**src/rtl/speed_pi_controller.sv**
```systemverilog
// speed_pi_controller: sampled PI speed loop producing a PWM duty command.
// Ports: clk_in/reset_in, clk_en strobe, enable_in, target/actual rpm in;
//   duty_out, duty_valid_out pulse, saturated_out, busy_out.
module speed_pi_controller #(
  parameter int KP        = 4,
  parameter int KI        = 1,
  parameter int SHIFT     = 2,
  parameter int INT_LIMIT = 4000,
  parameter int DUTY_W    = 10
) (
  input  logic              clk_in,
  input  logic              reset_in,
  input  logic              clk_en,
  input  logic              enable_in,
  input  logic [9:0]        target_rpm_in,
  input  logic [9:0]        actual_rpm_in,
  output logic [DUTY_W-1:0] duty_out,
  output logic              duty_valid_out,
  output logic              saturated_out,
  output logic              busy_out
);

  typedef enum logic [2:0] {
    S_IDLE, S_ERR, S_MULT, S_SUM, S_CLAMP
  } state_t;

  localparam logic signed [16:0] LIM_P = 17'(INT_LIMIT);
  localparam logic signed [16:0] LIM_N = -LIM_P;
  localparam logic signed [19:0] KP_S  = 20'(KP);
  localparam logic signed [24:0] KI_S  = 25'(KI);
  localparam logic signed [24:0] U_MAX = 25'((1 << DUTY_W) - 1);

  state_t r_state;
  state_t w_next;

  logic [9:0]         r_tgt;
  logic [9:0]         r_act;
  logic signed [10:0] r_err;
  logic signed [15:0] r_integ;
  logic signed [19:0] r_p;
  logic signed [24:0] r_i;
  logic signed [24:0] r_u;
  logic [DUTY_W-1:0]  r_duty;
  logic               r_valid;
  logic               r_sat_hi;
  logic               r_sat_lo;
  logic               r_sat_out;
  logic               r_en_d;

  logic signed [10:0] w_err;
  logic signed [16:0] w_isum;
  logic signed [16:0] w_iclamp;
  logic               w_hold;
  logic signed [19:0] w_p;
  logic signed [24:0] w_i;
  logic signed [24:0] w_sum;

  assign w_err = $signed({1'b0, r_tgt}) - $signed({1'b0, r_act});

  assign w_isum = $signed({r_integ[15], r_integ})
                + $signed({{6{w_err[10]}}, w_err});

  assign w_iclamp = (w_isum > LIM_P) ? LIM_P :
                    (w_isum < LIM_N) ? LIM_N : w_isum;

  // Anti-windup: stop integrating further into a rail hit last update
  assign w_hold = (r_sat_hi && !w_err[10] && (w_err != 11'sd0))
               || (r_sat_lo && w_err[10]);

  assign w_p = KP_S * $signed({{9{r_err[10]}}, r_err});
  assign w_i = KI_S * $signed({{9{r_integ[15]}}, r_integ});

  assign w_sum = $signed({{5{r_p[19]}}, r_p}) + r_i;

  always_ff @(posedge clk_in or posedge reset_in) begin
    if (reset_in) r_state <= S_IDLE;
    else          r_state <= w_next;
  end

  always_comb begin
    w_next = r_state;
    if (!enable_in) begin
      w_next = S_IDLE;
    end else begin
      unique case (r_state)
        S_IDLE:  if (clk_en) w_next = S_ERR;
        S_ERR:   w_next = S_MULT;
        S_MULT:  w_next = S_SUM;
        S_SUM:   w_next = S_CLAMP;
        S_CLAMP: w_next = S_IDLE;
        default: w_next = S_IDLE;
      endcase
    end
  end

  always_ff @(posedge clk_in or posedge reset_in) begin
    if (reset_in) begin
      r_tgt     <= '0;
      r_act     <= '0;
      r_err     <= '0;
      r_integ   <= '0;
      r_p       <= '0;
      r_i       <= '0;
      r_u       <= '0;
      r_duty    <= '0;
      r_valid   <= 1'b0;
      r_sat_hi  <= 1'b0;
      r_sat_lo  <= 1'b0;
      r_sat_out <= 1'b0;
      r_en_d    <= 1'b0;
    end else begin
      r_valid <= 1'b0;
      r_en_d  <= enable_in;
      if (!enable_in) begin
        r_integ   <= '0;
        r_sat_hi  <= 1'b0;
        r_sat_lo  <= 1'b0;
        r_duty    <= '0;
        r_sat_out <= 1'b0;
        // Announce the forced zero once, on the falling enable only
        r_valid   <= r_en_d;
      end else begin
        unique case (r_state)
          S_IDLE: begin
            if (clk_en) begin
              r_tgt <= target_rpm_in;
              r_act <= actual_rpm_in;
            end
          end
          S_ERR: begin
            r_err <= w_err;
            if (!w_hold) r_integ <= w_iclamp[15:0];
          end
          S_MULT: begin
            r_p <= w_p;
            r_i <= w_i;
          end
          S_SUM: begin
            r_u <= w_sum >>> SHIFT;
          end
          S_CLAMP: begin
            r_valid <= 1'b1;
            if (r_u[24]) begin
              r_duty    <= '0;
              r_sat_lo  <= 1'b1;
              r_sat_hi  <= 1'b0;
              r_sat_out <= 1'b1;
            end else if (r_u > U_MAX) begin
              r_duty    <= '1;
              r_sat_lo  <= 1'b0;
              r_sat_hi  <= 1'b1;
              r_sat_out <= 1'b1;
            end else begin
              r_duty    <= r_u[DUTY_W-1:0];
              r_sat_lo  <= 1'b0;
              r_sat_hi  <= 1'b0;
              r_sat_out <= 1'b0;
            end
          end
          default: ;
        endcase
      end
    end
  end

  assign duty_out       = r_duty;
  assign duty_valid_out = r_valid;
  assign saturated_out  = r_sat_out;
  assign busy_out       = (r_state != S_IDLE);

endmodule
```
**config.mk**
```make
export PLATFORM = sky130hd
export DESIGN_NAME = speed_pi_controller
export DESIGN_NICKNAME = d
export VERILOG_FILES = /design/src/rtl/speed_pi_controller.sv
export SDC_FILE = /design/constraint.sdc
export NUM_CORES = 1
export LEC_CHECK = 0
export CORE_MARGIN = 2
export CORE_UTILIZATION = 47
export DETAILED_ROUTE_END_ITERATION = 8
export PLACE_DENSITY = 0.65
export SLEW_MARGIN = 20
export SYNTH_ARGS = -nofsm -noshare
export SYNTH_HDL_FRONTEND = slang
export SYNTH_SLANG_ARGS = --single-unit
```
**constraint.sdc**
```tcl
create_clock -name clk_in -period 7.4 [get_ports clk_in]
set_input_delay 2.22 -clock clk_in [delete_from_list [all_inputs] [get_ports clk_in]]
set_output_delay 2.22 -clock clk_in [all_outputs]
set_load 0.03 [all_outputs]
```
======== Yosys cells after proc, flatten, opt, wreduce, memory -nomap -nowiden ========
Cells that the tools add are included.
word-level totals
  bits in registers ....................... 107
  input port bits ......................... 24
  output and inout port bits .............. 13
  word-level logic and storage cells ...... 65
cells by class
  add/subtract/negate cells ............... 3
  magnitude comparators ................... 3
  equal/unequal tests ..................... 8
  mux-type cells .......................... 24
  reductions and logical operators ........ 13
operator list
  kind                                                          count
  two-way mux 16 bit                                            5
  two-way mux 10 bit                                            4
  adder 13 x 16 -> 17 bit                                       1
  adder 16 x 11 -> 17 bit                                       1
  > comparator 17 x 13 -> 1 bit, second input constant          1
  less-than comparator 17 x 13 -> 1 bit, second input constant  1
  > comparator 15 x 11 -> 1 bit, second input constant          1
  two-way mux 1 bit                                             12
  case mux 3 bit (4 select lines)                               1
  nonzero test 11 bit                                           1
  subtractor 10 x 10 -> 11 bit                                  1
  AND reduction 2 bit                                           4
  equality test 3 x 2 -> 1 bit, second input constant           2
  two-way mux 3 bit                                             2
  inequality test 2 x 1 -> 1 bit, second input constant         2
  equality test 3 x 1 -> 1 bit, second input constant           1
  equality test 3 bit, second input constant                    1
  logical AND 1 bit                                             3
  logical NOT 3 bit                                             1
  inequality test 3 bit, second input constant                  1
  AND reduction 3 bit                                           1
  nonzero test 3 bit                                            1
  inequality test 2 bit, second input constant                  1
  logical NOT 1 bit                                             1
  logical OR 1 bit                                              1

======== Logic depth before layout (Yosys ltp) ========
Gate-level depths: netlist (run 1).
  depth after elaboration ................. 8
  mapped depth ............................ 19
  depth with buffers taken out ............ 18

======== Worst setup path before layout (run 1) ========
Ideal clock, no wire load.
  path type ............................... register to register
  from .................................... register r_tgt[0]
  to ...................................... register r_integ[5]
  library setup time ...................... 126 ps
  arrival time ............................ 4162 ps
  required time ........................... 7274 ps
  setup slack ............................. 3112 ps
  cell stages (with the launch flop) ...... 20
  buffers on the path ..................... 1
  period minus slack after synthesis ...... 4288 ps
  cell sequence ........................... dfrtp_1 > inv_1 > ha_1 > inv_1 > fa_1 > a211oi_1 > o21ai_1 > a31oi_2 > o21a_1 > ha_1 > buf_4 > a21oi_1 > o21ai_1 > a211oi_1 > nor2_1 > xor2_1 > and4b_1 > or3_1 > o22a_4 > o311a_1
between the ends
  cells in the longest elaborated chain, start to end .. 8
  elaborated cells on any way between the ends .. 17
  classes of those cells .................. add/sub: 2; order compare: 2; eq/ne: 1; mux: 5; reduce/logical: 7
RTL lines
  element                                line  RTL
  start, declared                        36    logic [9:0] r_tgt;
  start signal, assigned                 126   r_tgt <= target_rpm_in;
  subtractor 10 x 10 -> 11 bit *         58    assign w_err = $signed({1'b0, r_tgt}) - $signed({1'b0, r_act});
  via w_err[10]                          50    logic signed [10:0] w_err;
  adder 16 x 11 -> 17 bit                61    + $signed({{6{w_err[10]}}, w_err});
  less-than comparator 17 x 13 -> 1 bit  64    (w_isum < LIM_N) ? LIM_N : w_isum;
  two-way mux 16 bit                     64
  two-way mux 16 bit                     63    assign w_iclamp = (w_isum > LIM_P) ? LIM_P :
  two-way mux 16 bit                     132   if (!w_hold) r_integ <= w_iclamp[15:0];
  two-way mux 16 bit                     123   unique case (r_state)
  two-way mux 16 bit                     114   if (!enable_in) begin
  end signal, assigned                   132
  end, declared                          39    logic signed [15:0] r_integ;
Mark *: on every way through the listed nets, which the timed path passes. The rest lies on a longest branch. The select of a mux whose other input is x is not followed.
A chain may end at the register's enable or synchronous reset.

======== Worst setup path after layout (run 1) ========
  from .................................... register r_tgt[0]
  to ...................................... register r_integ[8]
The elaborated chain is that of the path after synthesis.

==> summary by stage, run 1 <==
Cells and area
The final core utilization is 0.545. The number of nets at the end of the flow is 709. The repair_antennas step left the layout with diodes totalling 0. The share of post-route cells with drive strength above 1 is 0.130. Compared with the post-synthesis result, the final layout area differs by 13.2%. Excluding fillers, the count of instances in the completed layout stands at ~800. The final instance area is 0.00691 sq mm.

Drt
Detailed routing inserted a total of around 4,500 vias. For this run, design rule violations remaining after detail routing come to 0. In this run the remaining antenna-violating nets after routing total 0. The iteration-0 DRC count of the detailed router is around 200. The wire length reported by the detailed router is 12,300 um. The average routed wire per standard cell is approximately 15 um. In the routed layout, each cell is associated on average with a via count of about 5.5. For this run, the detailed router's first-pass iteration total came to 4.

Setup path
The highest net fanout along the worst path is 9. The type of origin of the critical path is a register. Data on the critical path arrives at its endpoint at between 5 and 6 ns. Across all register-to-register paths, the minimum setup slack is roughly 2.5 ns. The start-to-end type of the worst setup path is reg -> reg. The worst setup path is captured at a register. The critical path data required time is approximately 7.7 ns.

Clock network
Clock latency on the worst-skew pair, taken at its later pin, is ~0.35 ns. The post-CTS setup-driven buffer insertion count is 0. The cts-stage hold buffer count is 0. CTS saw roughly 110 sinks. The total number of H-tree levels is 3. The worst-case clock buffer depth is 2. Buffers inserted during clock tree synthesis total 9. The cell sitting at the root of the clock tree is a sky130_fd_sc_hd__clkbuf_16.

TritonCTS built the clock tree. After clock tree synthesis, the clock-pin slew on the worst setup and hold paths is around 0.070 ns. Gates resized during post-CTS repair numbered 0.

Outcome
The flow ran to the end, and the final reports show no timing, DRC or antenna violations.

Synth
The mean instance size in the synthesized netlist is between 9 and 10 sq um. The distinct cell type count of the synthesized netlist is 67. Synthesis handed over a netlist of approximately 610 instances.

Of all flip-flops after synthesis, the portion carrying an async set or reset was 1.00. The most used flip-flop cell after synthesis is sky130_fd_sc_hd__dfrtp_1. Counting every net in the synthesized netlist gives slightly below 700.

The Yosys step of the flow raised 0 warnings. The cell type contributing the most total cell area after synthesis is sky130_fd_sc_hd__dfrtp_1. The share of the Yosys chip area taken by registers is 0.430. The area share of the largest cell type after synthesis is 0.430. The synthesized design contains between 100 and 150 register bits. Ranked by total cell area, the synthesized netlist is headed by sky130_fd_sc_hd__dfrtp_1, sky130_fd_sc_hd__mux2_2, sky130_fd_sc_hd__ha_1, sky130_fd_sc_hd__nand2_1, sky130_fd_sc_hd__o21ai_0. The most common cell in the synthesized netlist is sky130_fd_sc_hd__dfrtp_1. Sorting the synthesized cells by how often they occur yields sky130_fd_sc_hd__dfrtp_1, sky130_fd_sc_hd__nand2_1, sky130_fd_sc_hd__mux2_2. In this run the cell area of the synthesized design comes to slightly above 0.006 sq mm. The synthesized design contains 0 enable-type register cells.

Floorplanning
The area enclosed by the die boundary is around 0.014 sq mm. The die is about 120 um tall. The top-level I/O count is 37. The core region is ~0.013 sq mm. The floorplan die width is ~120 um.

For this configuration, the core starts out at a cell density of 0.482. The floorplan has 41 rows.

Place
The congestion estimate from routability-driven global placement came to around 0.83. Once placement completed, the tool counted placed cells totaling around 800. The detailed placement HPWL is about 9500 um.

The placed instances occupy a cell area of about 0.0066 sq mm. The worst setup slack before clock tree synthesis is 2.53 ns. The number of buffers inserted by port buffering is 36.

Pwr
For this design the ratio of total power to cell area is 427 mW/mm^2. The reported leakage power is 0.00315 uW. The largest vdd supply drop is 0.285 mV.

STA
Derived from the worst setup path, the maximum achievable clock frequency is 0.202 GHz. The slew at the pin with the worst max-slew slack is 0.989 ns. The post-route clock period utilization is 0.667.

Setup repair after global routing left no endpoint under its margin. The least setup slack across all paths after layout is around 2.5 ns. The total setup violations reported at the end of the flow is 0. The clock skew is around 0.0052 ns.

The number of hold-slack violations in the final timing report is 0. In this run the tightest slew margin relative to its limit is 0.339. The sum of negative setup slack is 0 ns. The shortest clock period the worst path allows after layout is around 5 ns.

The final number of max-transition violations is 0.

GRT
The number of global-route vias before repair is about 4,300. The initial antenna violation count is 0. The total global-route track usage is 0.183. The maximum number of pins on one net before global-route repair is 54. The total overflow left after global routing is 0.

The first global-routing pass estimated 20,700 um of wire.

Min path
The type of the most critical hold path is reg -> reg.

Flow run
Max-cap violations in this run came to 0.
-- worst max-delay path, stage by stage (launching register included) --
cell and delay, ns:
sky130_fd_sc_hd__dfrtp_1 0.37, sky130_fd_sc_hd__inv_1 0.05, sky130_fd_sc_hd__ha_1 0.15, sky130_fd_sc_hd__inv_1 0.05
sky130_fd_sc_hd__fa_1 0.42, sky130_fd_sc_hd__a211oi_1 0.32, sky130_fd_sc_hd__o21ai_1 0.14, sky130_fd_sc_hd__a31oi_2 0.25
sky130_fd_sc_hd__o21a_1 0.41, sky130_fd_sc_hd__ha_1 0.41, sky130_fd_sc_hd__a21oi_1 0.18, sky130_fd_sc_hd__o21ai_1 0.12
sky130_fd_sc_hd__a211oi_1 0.32, sky130_fd_sc_hd__nor2_1 0.11, sky130_fd_sc_hd__xor2_1 0.24, sky130_fd_sc_hd__and4b_1 0.25
sky130_fd_sc_hd__o41ai_1 0.58, sky130_fd_sc_hd__nand2_1 0.22, sky130_fd_sc_hd__o211ai_1 0.23
-- through the flow --
step	hold WS, ns	power, uW
final	0.474	2950
after global routing	0.505	3200
after CTS	0.483	2950
after detailed placement	0.464	2460
after global placement	0.458	2410
after floorplan	0.439	2110
-- state kept, by name, summed over array words and instances, names as in the netlist --
name,flops
r_i,14
duty_out,10
r_u,15
r_p,11
r_en_d,1
r_tgt,10
saturated_out,1
r_state,3
r_integ,16
r_sat_hi,1
duty_valid_out,1
r_sat_lo,1
r_act,10
r_err,11
-- power by group --
| group | internal, uW | switching [uW] | total, uW |
|---|---|---|---|
| Combinational | 685 | 938 | 1620 |
| Sequential | 738 | 105 | 843 |
| Clock | 274 | 213 | 487 |
-- routing by layer --
| metal | vias to the layer above | wire length [um] | track usage | part of all wire |
|---|---|---|---|---|
| met5 | - | 0 | 0 | 0 |
| met2 | 81 | 5630 | 0.292 | 0.46 |
| met4 | 0 | 261 | 0.0663 | 0.021 |
| met1 | 2150 | 6030 | 0.253 | 0.49 |
| li1 | 2240 | - | - | - |
| met3 | 18 | 377 | 0.0296 | 0.031 |
-- layout make-up --
cell class,count,area [sq um]
inverter,33,126
timing repair buffer,38,375
sequential,105,2630
clock buffer,11,243
multi-input combinational,454,3260
fill,1131,5760
clock inverter,5,62.6
tap,172,215
-- path summary, 6_finish.rpt --
| path | startpoint | end | cells past startpoint |
|---|---|---|---|
| max in group asynchronous | reset_in | r_p[6] | 3 |
| max | r_tgt[0] | r_integ[8] | 18 |
| min | duty_out[5] | duty_out[5] | 2 |
| min in group asynchronous | reset_in | duty_valid_out | 2 |
| max reg2reg | r_tgt[0] | r_integ[8] | 18 |
| min reg2reg | duty_out[5] | duty_out[5] | 2 |
-- placed cells by master (no fill, tap or decap), types with 4 or more instances in the layout --
cell	count
sky130_fd_sc_hd__a211oi_1	5
sky130_fd_sc_hd__nor2_1	34
sky130_fd_sc_hd__clkdlybuf4s50_1	36
sky130_fd_sc_hd__nor3b_1	5
sky130_fd_sc_hd__xor2_1	10
sky130_fd_sc_hd__mux2_2	53
sky130_fd_sc_hd__or3_1	4
sky130_fd_sc_hd__a31oi_1	6
sky130_fd_sc_hd__o21ai_0	40
sky130_fd_sc_hd__inv_1	32
sky130_fd_sc_hd__o211ai_1	13
sky130_fd_sc_hd__nand3_1	11
sky130_fd_sc_hd__dfrtp_1	105
sky130_fd_sc_hd__a21o_1	8
sky130_fd_sc_hd__or4_1	4
sky130_fd_sc_hd__clkbuf_16	9
sky130_fd_sc_hd__nor2b_1	12
sky130_fd_sc_hd__ha_1	41
sky130_fd_sc_hd__o31ai_1	5
sky130_fd_sc_hd__xnor2_1	14
sky130_fd_sc_hd__o21a_1	7
sky130_fd_sc_hd__nand2b_1	10
sky130_fd_sc_hd__nor3_1	9
sky130_fd_sc_hd__nand2_1	76
sky130_fd_sc_hd__a21oi_1	25
-- kinds of logic (layout without fill, tap and decap cells) --
logic type | after synthesis | after routing | synth area share
AO/OA/AOI/OAI | 141 | 141 | 0.154
XOR/XNOR | 24 | 24 | 0.0344
adder cells (fa/ha/maj) | 44 | 44 | 0.0938
buffers and inverters | 54 | 87 | 0.0359
flip-flops | 105 | 105 | 0.430
multiplexers | 55 | 55 | 0.101
AND/OR/NAND/NOR | 190 | 190 | 0.150
Power figures use the tool's default switching activity.
==> inputs of run 2 (changes only) <==
Settings changed: PLACE_DENSITY 0.65 to 0.68.
Clock period 7.4 ns to 4.5 ns, I/O delays scaled along.
==> run 2 against run 1 <==
Sequential share of layout area shrank 1.5 points. Hold slack improved by 0.0015 ns. Clock power rose by 59%. Combinational power up 91%. Sequential power rose by 66%. Register-to-register slack got worse by 2.4 ns. Global-route usage grew 1.7 points. Utilization grew 2.2 points. Critical endpoint is now r_integ[5]. Flip-flop and latch count unchanged. First-iteration DRC count grew 61%.
==> summary by stage, run 2 (synthesis gave the netlist of run 1 again) <==
Clock network
The TritonCTS clock tree is yes. The worst-case clock buffer depth is 2. The root buffer cell chosen for the clock tree is sky130_fd_sc_hd__clkbuf_16. The cts-stage hold buffer count is 0. The number of buffers added by the clock tree synthesis step is 9. The number of sinks on the clock net is roughly 110. The clock latency at the later pin of the worst-skew pair is between 0.3 and 0.4 ns. The H-tree was split into 3 levels. Clock-pin slew was measured on the worst setup and hold paths at approximately 0.070 ns.

Min path
In this run the worst hold path is classified as reg -> reg. The worst hold path passes through 2 cells.

Setup path
The capturing instance or port of the critical path is r_integ[5]. Across all register-to-register paths, the minimum setup slack is between 0.03 and 0.04 ns. For the worst setup path, the data arrival time is 4.70 ns. The category of the worst setup path capture point is a register. The critical path goes through ha_1, nor2b_1, o31a_1, or4_1, nand3_1, ha_1, o21a_1, o2111a_1, o31ai_2, o211ai_1, or4_1, a21oi_2, o211ai_2, o22a_4, o311a_1. By startpoint and endpoint, the worst setup path is classified as reg -> reg.

The number of cells on the worst reg-to-reg path is 15. Along the worst path, the maximum fanout reaches 6. Tracing the worst setup path back leads to its startpoint at r_tgt[1].

STA puts the critical path data required time at between 4 and 5 ns. The endpoint identified for the worst register-to-register timing path is r_integ[5]. STA classifies the critical path startpoint as a register. The startpoint identified for the worst register-to-register timing path is r_tgt[1]. The slowest stage of the critical path belongs to the cell sky130_fd_sc_hd__or4_1. For this run, the slowest stage of the critical path takes ~0.54 ns.

Cells and area
The register with the most flip-flops in the layout has 16 of them. Summing all flip-flop and latch instances after layout gives roughly 0.0026 sq mm. The register bank with the most flops is r_integ. From synthesis to final layout, the design area changed by 17.8%. Counting the fill cells in the layout gives roughly 1,200.

0 antenna diodes ended up in the layout. The final instance count without filler cells is around 840. Summing all multi-input logic gate instances after layout gives 0.00341 sq mm. In the final layout, the registers with the most flip-flops are r_integ x16, r_u x15, r_i x14. The share of post-route cells with drive strength above 1 is 0.194. For this run, the post-layout net count is around 730. In the layout the commonest cells are sky130_fd_sc_hd__dfrtp_1, sky130_fd_sc_hd__nand2_1, sky130_fd_sc_hd__mux2_2, sky130_fd_sc_hd__o21ai_0, sky130_fd_sc_hd__clkdlybuf4s50_1. The most frequent standard cell in the layout excluding fill and tap cells is sky130_fd_sc_hd__dfrtp_1.

GRT
The wire length of the first global-routing pass is about 23,000 um. The global-route congestion overflow total is 0. In the global route stage, met2 resource usage came out at 0.339. For this run, global-route usage on met3 was measured as 0.0339. The maximum number of pins on one net before global-route repair is 65. The global routing stage identified its most utilized layer as met2. For this run, global-route usage on met1 was measured as 0.268. For this run, the total global-route usage over all layers was measured as 0.201. The initial antenna violation count came to 0.

The number of global-route vias before repair is between 4,000 and 5,000.

Drt
The number of nets still failing antenna checks after routing is 0. Using the TritonRoute via totals, the vias-per-cell ratio works out to ~5.6. The iteration-0 DRC count of the detailed router is between 300 and 400. The wire length reported by the detailed router is 13,600 um.

The number of detailed-routing iterations run before antenna repair is 4. In the final routed layout, each cell accounts on average for 16.2 um. The via count is 4,663. In the routed design, unresolved DRC markers number 0.

STA
The number of hold-slack violations in the final timing report is 0. Of the available clock period, the critical path in the final layout requires 0.992. The clock skew is roughly 0.0083 ns.

The shortest clock period the worst path allows after layout is roughly 4.5 ns. The sum of negative setup slack is 0 ns. The timing-limited maximum frequency is about 0.22 GHz. The total setup violations reported at the end of the flow is 0. The slew at the pin with the worst max-slew slack is 0.779 ns. Setup repair after global routing could not meet its margin everywhere. The final number of max-transition violations is 0. The worst slew slack as a fraction of its limit is 0.481.

Pwr
The fraction of power consumed by sequential logic is 0.265. The power density over the cells is 733 mW/mm^2. Total power for the finished layout comes to between 5000 and 6000 uW. Cell internal power was estimated by the tool at around 3000 uW. The power share of the combinational group is 0.588. The switching fraction of total power is 0.430. For this design the static power due to leakage is around 0.0033 uW. For this design the total switching power over the nets is between 2000 and 2500 uW. Of the total power, the clock network draws 0.147. IR analysis of the VDD net gives a maximum drop of 0.437 mV.

Place
The number of instances in the placed design is about 810. The final weighted congestion in routability-driven placement is between 0.9 and 1. Input and output buffers added on the ports amount to 36. The detailed placement HPWL is 10,300 um.

Floorplanning
The core box area is 0.0127 sq mm. The top-level I/O count is 37. The floorplan step set the die height to ~120 um.

The die covers 0.0139 sq mm. The floorplan step set the die width to 118 um. The total number of placement rows is 41.

The initial utilization of the core area, before any placement, comes to 0.482.

Flow run
The max-cap check violation count is 0.

Outcome
The flow ran to the end, and the final reports show no timing, DRC or antenna violations.
-- run 2: cell count changes in the layout (fill, tap and decap cells not counted), sizes merged --
cell	before	now
buf	2	21
clkbuf	11	9
inv	35	38
bufinv	1	0
clkinv	0	2
clkinvlp	2	0
-- run 2: worst max-delay path: cells and delay by family (launching register included) --
| family | cells | cell delay, ns |
|---|---|---|
| compound gates | 9 | 1.98 |
| simple gates | 4 | 1.30 |
| fa+ha+maj | 2 | 0.64 |
| flops | 1 | 0.43 |
-- run 2: worst min-delay path by stage --
stage	slack (ns)	endpoint	startpoint
after floorplan	0.44	r_u[9]	r_u[9]
after global placement	0.46	duty_out[5]	duty_out[5]
after detailed placement	0.47	duty_valid_out	r_en_d
after CTS	0.49	duty_valid_out	r_en_d
after global routing	0.51	r_u[13]	r_u[13]
final	0.48	duty_out[5]	duty_out[5]
-- run 2: area by class of cell --
type                    count  share of cell area
clock inverters             7             0.00974
repair buffers             57              0.0720
flip-flops and latches    105               0.365
clock buffers               9              0.0313
multi-input cells         454               0.474
inverters                  33              0.0176
well taps                 172              0.0299
-- run 2: timing repair --
action                     4_1_cts  5_1_grt
resized for setup                2       28
pin swaps                        2       15
setup endpoints to repair        9       12
buffers inserted                 2        6
-- run 2: power by group through the flow --
stage | logic (uW) | registers, uW | clock network [uW]
2_1_floorplan | 2130 | 1340 | 0
3_5_place_dp | 2760 | 1410 | 0
3_3_place_gp | 2710 | 1400 | 0
5_1_grt | 3410 | 1440 | 836
6_report | 3100 | 1400 | 776
4_1_cts | 2820 | 1400 | 797
-- run 2: metrics by stage --
stage	util	setup slack, ns	area, sq um	hold WS (ns)
after floorplan	-	0.212	6110	0.439
after global placement	0.528	-0.0600	6690	0.460
after detailed placement	0.528	-0.0640	6690	0.469
after CTS	0.553	0.00394	7010	0.486
after global routing	0.568	-0.0951	7190	0.510
final	0.568	0.0338	7190	0.475
-- run 2: metal layers --
metal / vias to the layer above / share of wire / routed length (um)
met4: 0 / 0.011 / 143
met5: - / 0 / 0
met1: 2281 / 0.46 / 6230
li1: 2283 / - / -
met3: 13 / 0.033 / 446
met2: 86 / 0.50 / 6740
==> inputs of run 3 (changes only) <==
Settings changed: CORE_UTILIZATION 47 to 30, PLACE_DENSITY 0.68 to not set, SLEW_MARGIN 20 to 10.
==> run 3 against run 2 <==
Final area up 0.90%. Largest power group unchanged. Setup slack better by 0.17 ns. Combinational power is 5% lower. Flip-flop and latch count did not move. Wire length decreased by 8.6%. Critical endpoint unchanged. Cell count is 12% higher. Critical path depth is 4 higher. Clock power increased by 2%.
==> summary by stage, run 3 (synthesis gave the netlist of run 1 again) <==
Clock network
The total number of H-tree levels is 3. The number of sinks on the clock net is roughly 110. Buffers inserted to repair hold after CTS numbered 0. In this run the deepest clock path goes through 2 buffers. Counting the buffers created by CTS gives 9.

The clock-pin slew on the worst setup and hold paths is 0.07 ns. The TritonCTS clock tree is yes. The root cell of the clock tree is sky130_fd_sc_hd__clkbuf_16. For the worst-skew pair, the clock arrives at the later sink with an insertion delay of 0.35 ns.

Drt
The DRC violation count after routing is 0. Using the TritonRoute via totals, the vias-per-cell ratio works out to between 4 and 5. The number of detailed-routing iterations run before antenna repair is 4.

The detail route stage leaves a number of antenna-violating nets equal to 0. The iteration-0 DRC count of the detailed router is between 200 and 250. Across all layers, the routed design uses 4,502 vias. After detailed routing, the average wire length per cell comes to between 10 and 15 um. Summed over all layers, the routed wires come to about 12,000 um.

STA
The sum of negative setup slack is 0 ns. The slew at the pin with the worst max-slew slack is approximately 0.90 ns. The timing-limited maximum frequency is about 0.23 GHz. The worst slack on hold paths is ~0.47 ns. Setup repair after global routing could not meet its margin everywhere. The post-route clock period utilization is 0.955. The worst pin sits at a relative slew slack of 0.400. The number of hold-slack violations in the final timing report is 0. On the final layout, the worst clock skew is roughly 0.011 ns. The shortest clock period the worst path allows after layout is roughly 4.3 ns.

The final number of max-transition violations is 0. The total setup violations reported at the end of the flow is 0.

Setup path
The cell with the biggest individual delay on the critical path is sky130_fd_sc_hd__dfrtp_1. Measured in cells, the most critical reg-to-reg path has a length of 19. The worst reg2reg path endpoint is r_integ[5].

The start-to-end type of the worst setup path is reg -> reg. The internal reg-to-reg setup slack is between 0.2 and 0.25 ns. The critical path data required time is between 4 and 5 ns. The source of the worst register-to-register timing path is r_tgt[0]. The category of the worst setup path capture point is a register. In this run the worst path has a maximum fanout of 6. The data arrival time of the worst path is 4.53 ns. The critical path starts at r_tgt[0]. For this run, the slowest stage of the critical path takes roughly 0.38 ns. Traced cell by cell, the critical path runs through inv_1, ha_1, inv_1, fa_2, a211oi_4, o21ai_1, a31oi_2, buf_4, xnor2_2, ha_4, a21oi_1, o21ai_1, a31oi_1, nor2_1, xor2_1, and4b_1, or3_1, o22a_4, o311a_1. The type of origin of the critical path is a register.

Cells and area
The number of antenna diodes in the final layout is 0. The register bank with the most flops is r_integ. Relative to the synthesized area, the layout overhead comes to 18.8%. The flip-flop count of the largest register after layout is 16. Leaving out fill and tap cells, the most frequent cells in the layout are sky130_fd_sc_hd__dfrtp_1, sky130_fd_sc_hd__nand2_1, sky130_fd_sc_hd__mux2_2, sky130_fd_sc_hd__o21ai_0, sky130_fd_sc_hd__ha_1. The final instance area is just over 0.007 sq mm.

Leaving out fill and tap cells, the most frequent cell in the layout is sky130_fd_sc_hd__dfrtp_1. The largest registers in the layout are r_integ x16, r_u x15, r_i x14. The number of nets at the end of the flow is 731. The share of post-route cells with drive strength above 1 is 0.171.

Min path
The tightest min-delay check is of the reg -> reg type. The endpoint of the worst hold-timing path is r_u[13]. The start point of the worst hold path is r_u[13]. Counting instances, the worst hold path has a depth of 2.

Place
The placed instances occupy a cell area of a little under 0.007 sq mm. The congestion estimate from routability-driven global placement came to between 0.8 and 0.9. The HPWL after detailed placement is 9750 um.

The number of buffers inserted by port buffering is 36.

Pwr
The power density over the cells is just over 700 mW/mm^2. The reported leakage power is between 0.003 and 0.004 uW. The largest vdd supply drop is roughly 0.22 mV.

Floorplanning
The total number of placement rows is 52. The initial cell density of the core is 0.304. The core box area is about 0.020 sq mm. The die extent in y is ~150 um. The floorplan step set the die width to around 150 um. During I/O placement, the number of pins put on the boundary was 37.

The floorplan step defined a die boundary enclosing ~0.022 sq mm.

GRT
The maximum number of pins on one net before global-route repair is 76. The first global-routing pass estimated ~21,000 um of wire. The total global-route track usage is 0.119. The initial antenna violation count is 0. The number of global-route vias before repair is 4,398. The global-route congestion overflow total is 0.

Outcome
The flow ran to the end, and the final reports show no timing, DRC or antenna violations.

Flow run
The max-cap check violation count is 0.
==> run 3: critical path, delay by kind of cell, from the launching register on <==
kind                       cells  cell delay [ns]
adders and majority gates      3             0.81
AOI/OAI and AO/OA              8             1.72
buffers and inverters          3             0.28
xor gates and xnor gates       2             0.31
DFF                            1             0.38
and+or+nand+nor                3             0.68
==> run 3: area by class of cell <==
| type | count | area (sq um) |
|---|---|---|
| fillers | 2000 | 12800 |
| inverters | 33 | 126 |
| multi-input cells | 454 | 3330 |
| repair buffers | 60 | 541 |
| flip-flops and latches | 105 | 2630 |
| well taps | 270 | 338 |
| clock inverters | 6 | 75.1 |
| clock buffers | 9 | 225 |
==> run 3: where the power goes <==
part	internal (uW)	switching (uW)	total [uW]
Sequential	1210	174	1390
Combinational	1360	1600	2960
Clock	436	355	791
Total	3010	2120	5140
==> run 3: metrics by stage <==
step           setup WS [ns]  instances  utilization  total power (uW)
2_1_floorplan          0.212        613            -              3470
3_3_place_gp          0.0681        919        0.342              4230
3_5_place_dp          0.0415        919        0.342              4230
4_1_cts               0.0125        934        0.357              5040
5_1_grt              -0.0257        937        0.361              5580
6_report               0.203        937        0.361              5140
==> run 3: worst max-delay path by stage <==
stage,cells past startpoint,endpoint
2_1_floorplan,19,r_integ[5]
3_5_place_dp,18,r_integ[5]
5_1_grt,19,r_integ[5]
3_3_place_gp,18,r_integ[5]
4_1_cts,19,r_integ[5]
6_report,19,r_integ[5]
==> run 3: metal layers <==
layer	wire [um]	share of wire	vias to the layer above	GRT usage
met3	362	0.029	15	0.0234
met5	0	0	-	0
met4	230	0.019	0	0.0398
li1	-	-	2292	-
met2	5880	0.47	62	0.196
met1	5930	0.48	2133	0.158
==> run 3: timing repair <==
item / in CTS / in global routing
buffers inserted: 0 / 3
resized for setup: 0 / 10
endpoints found under the setup margin: 0 / 12
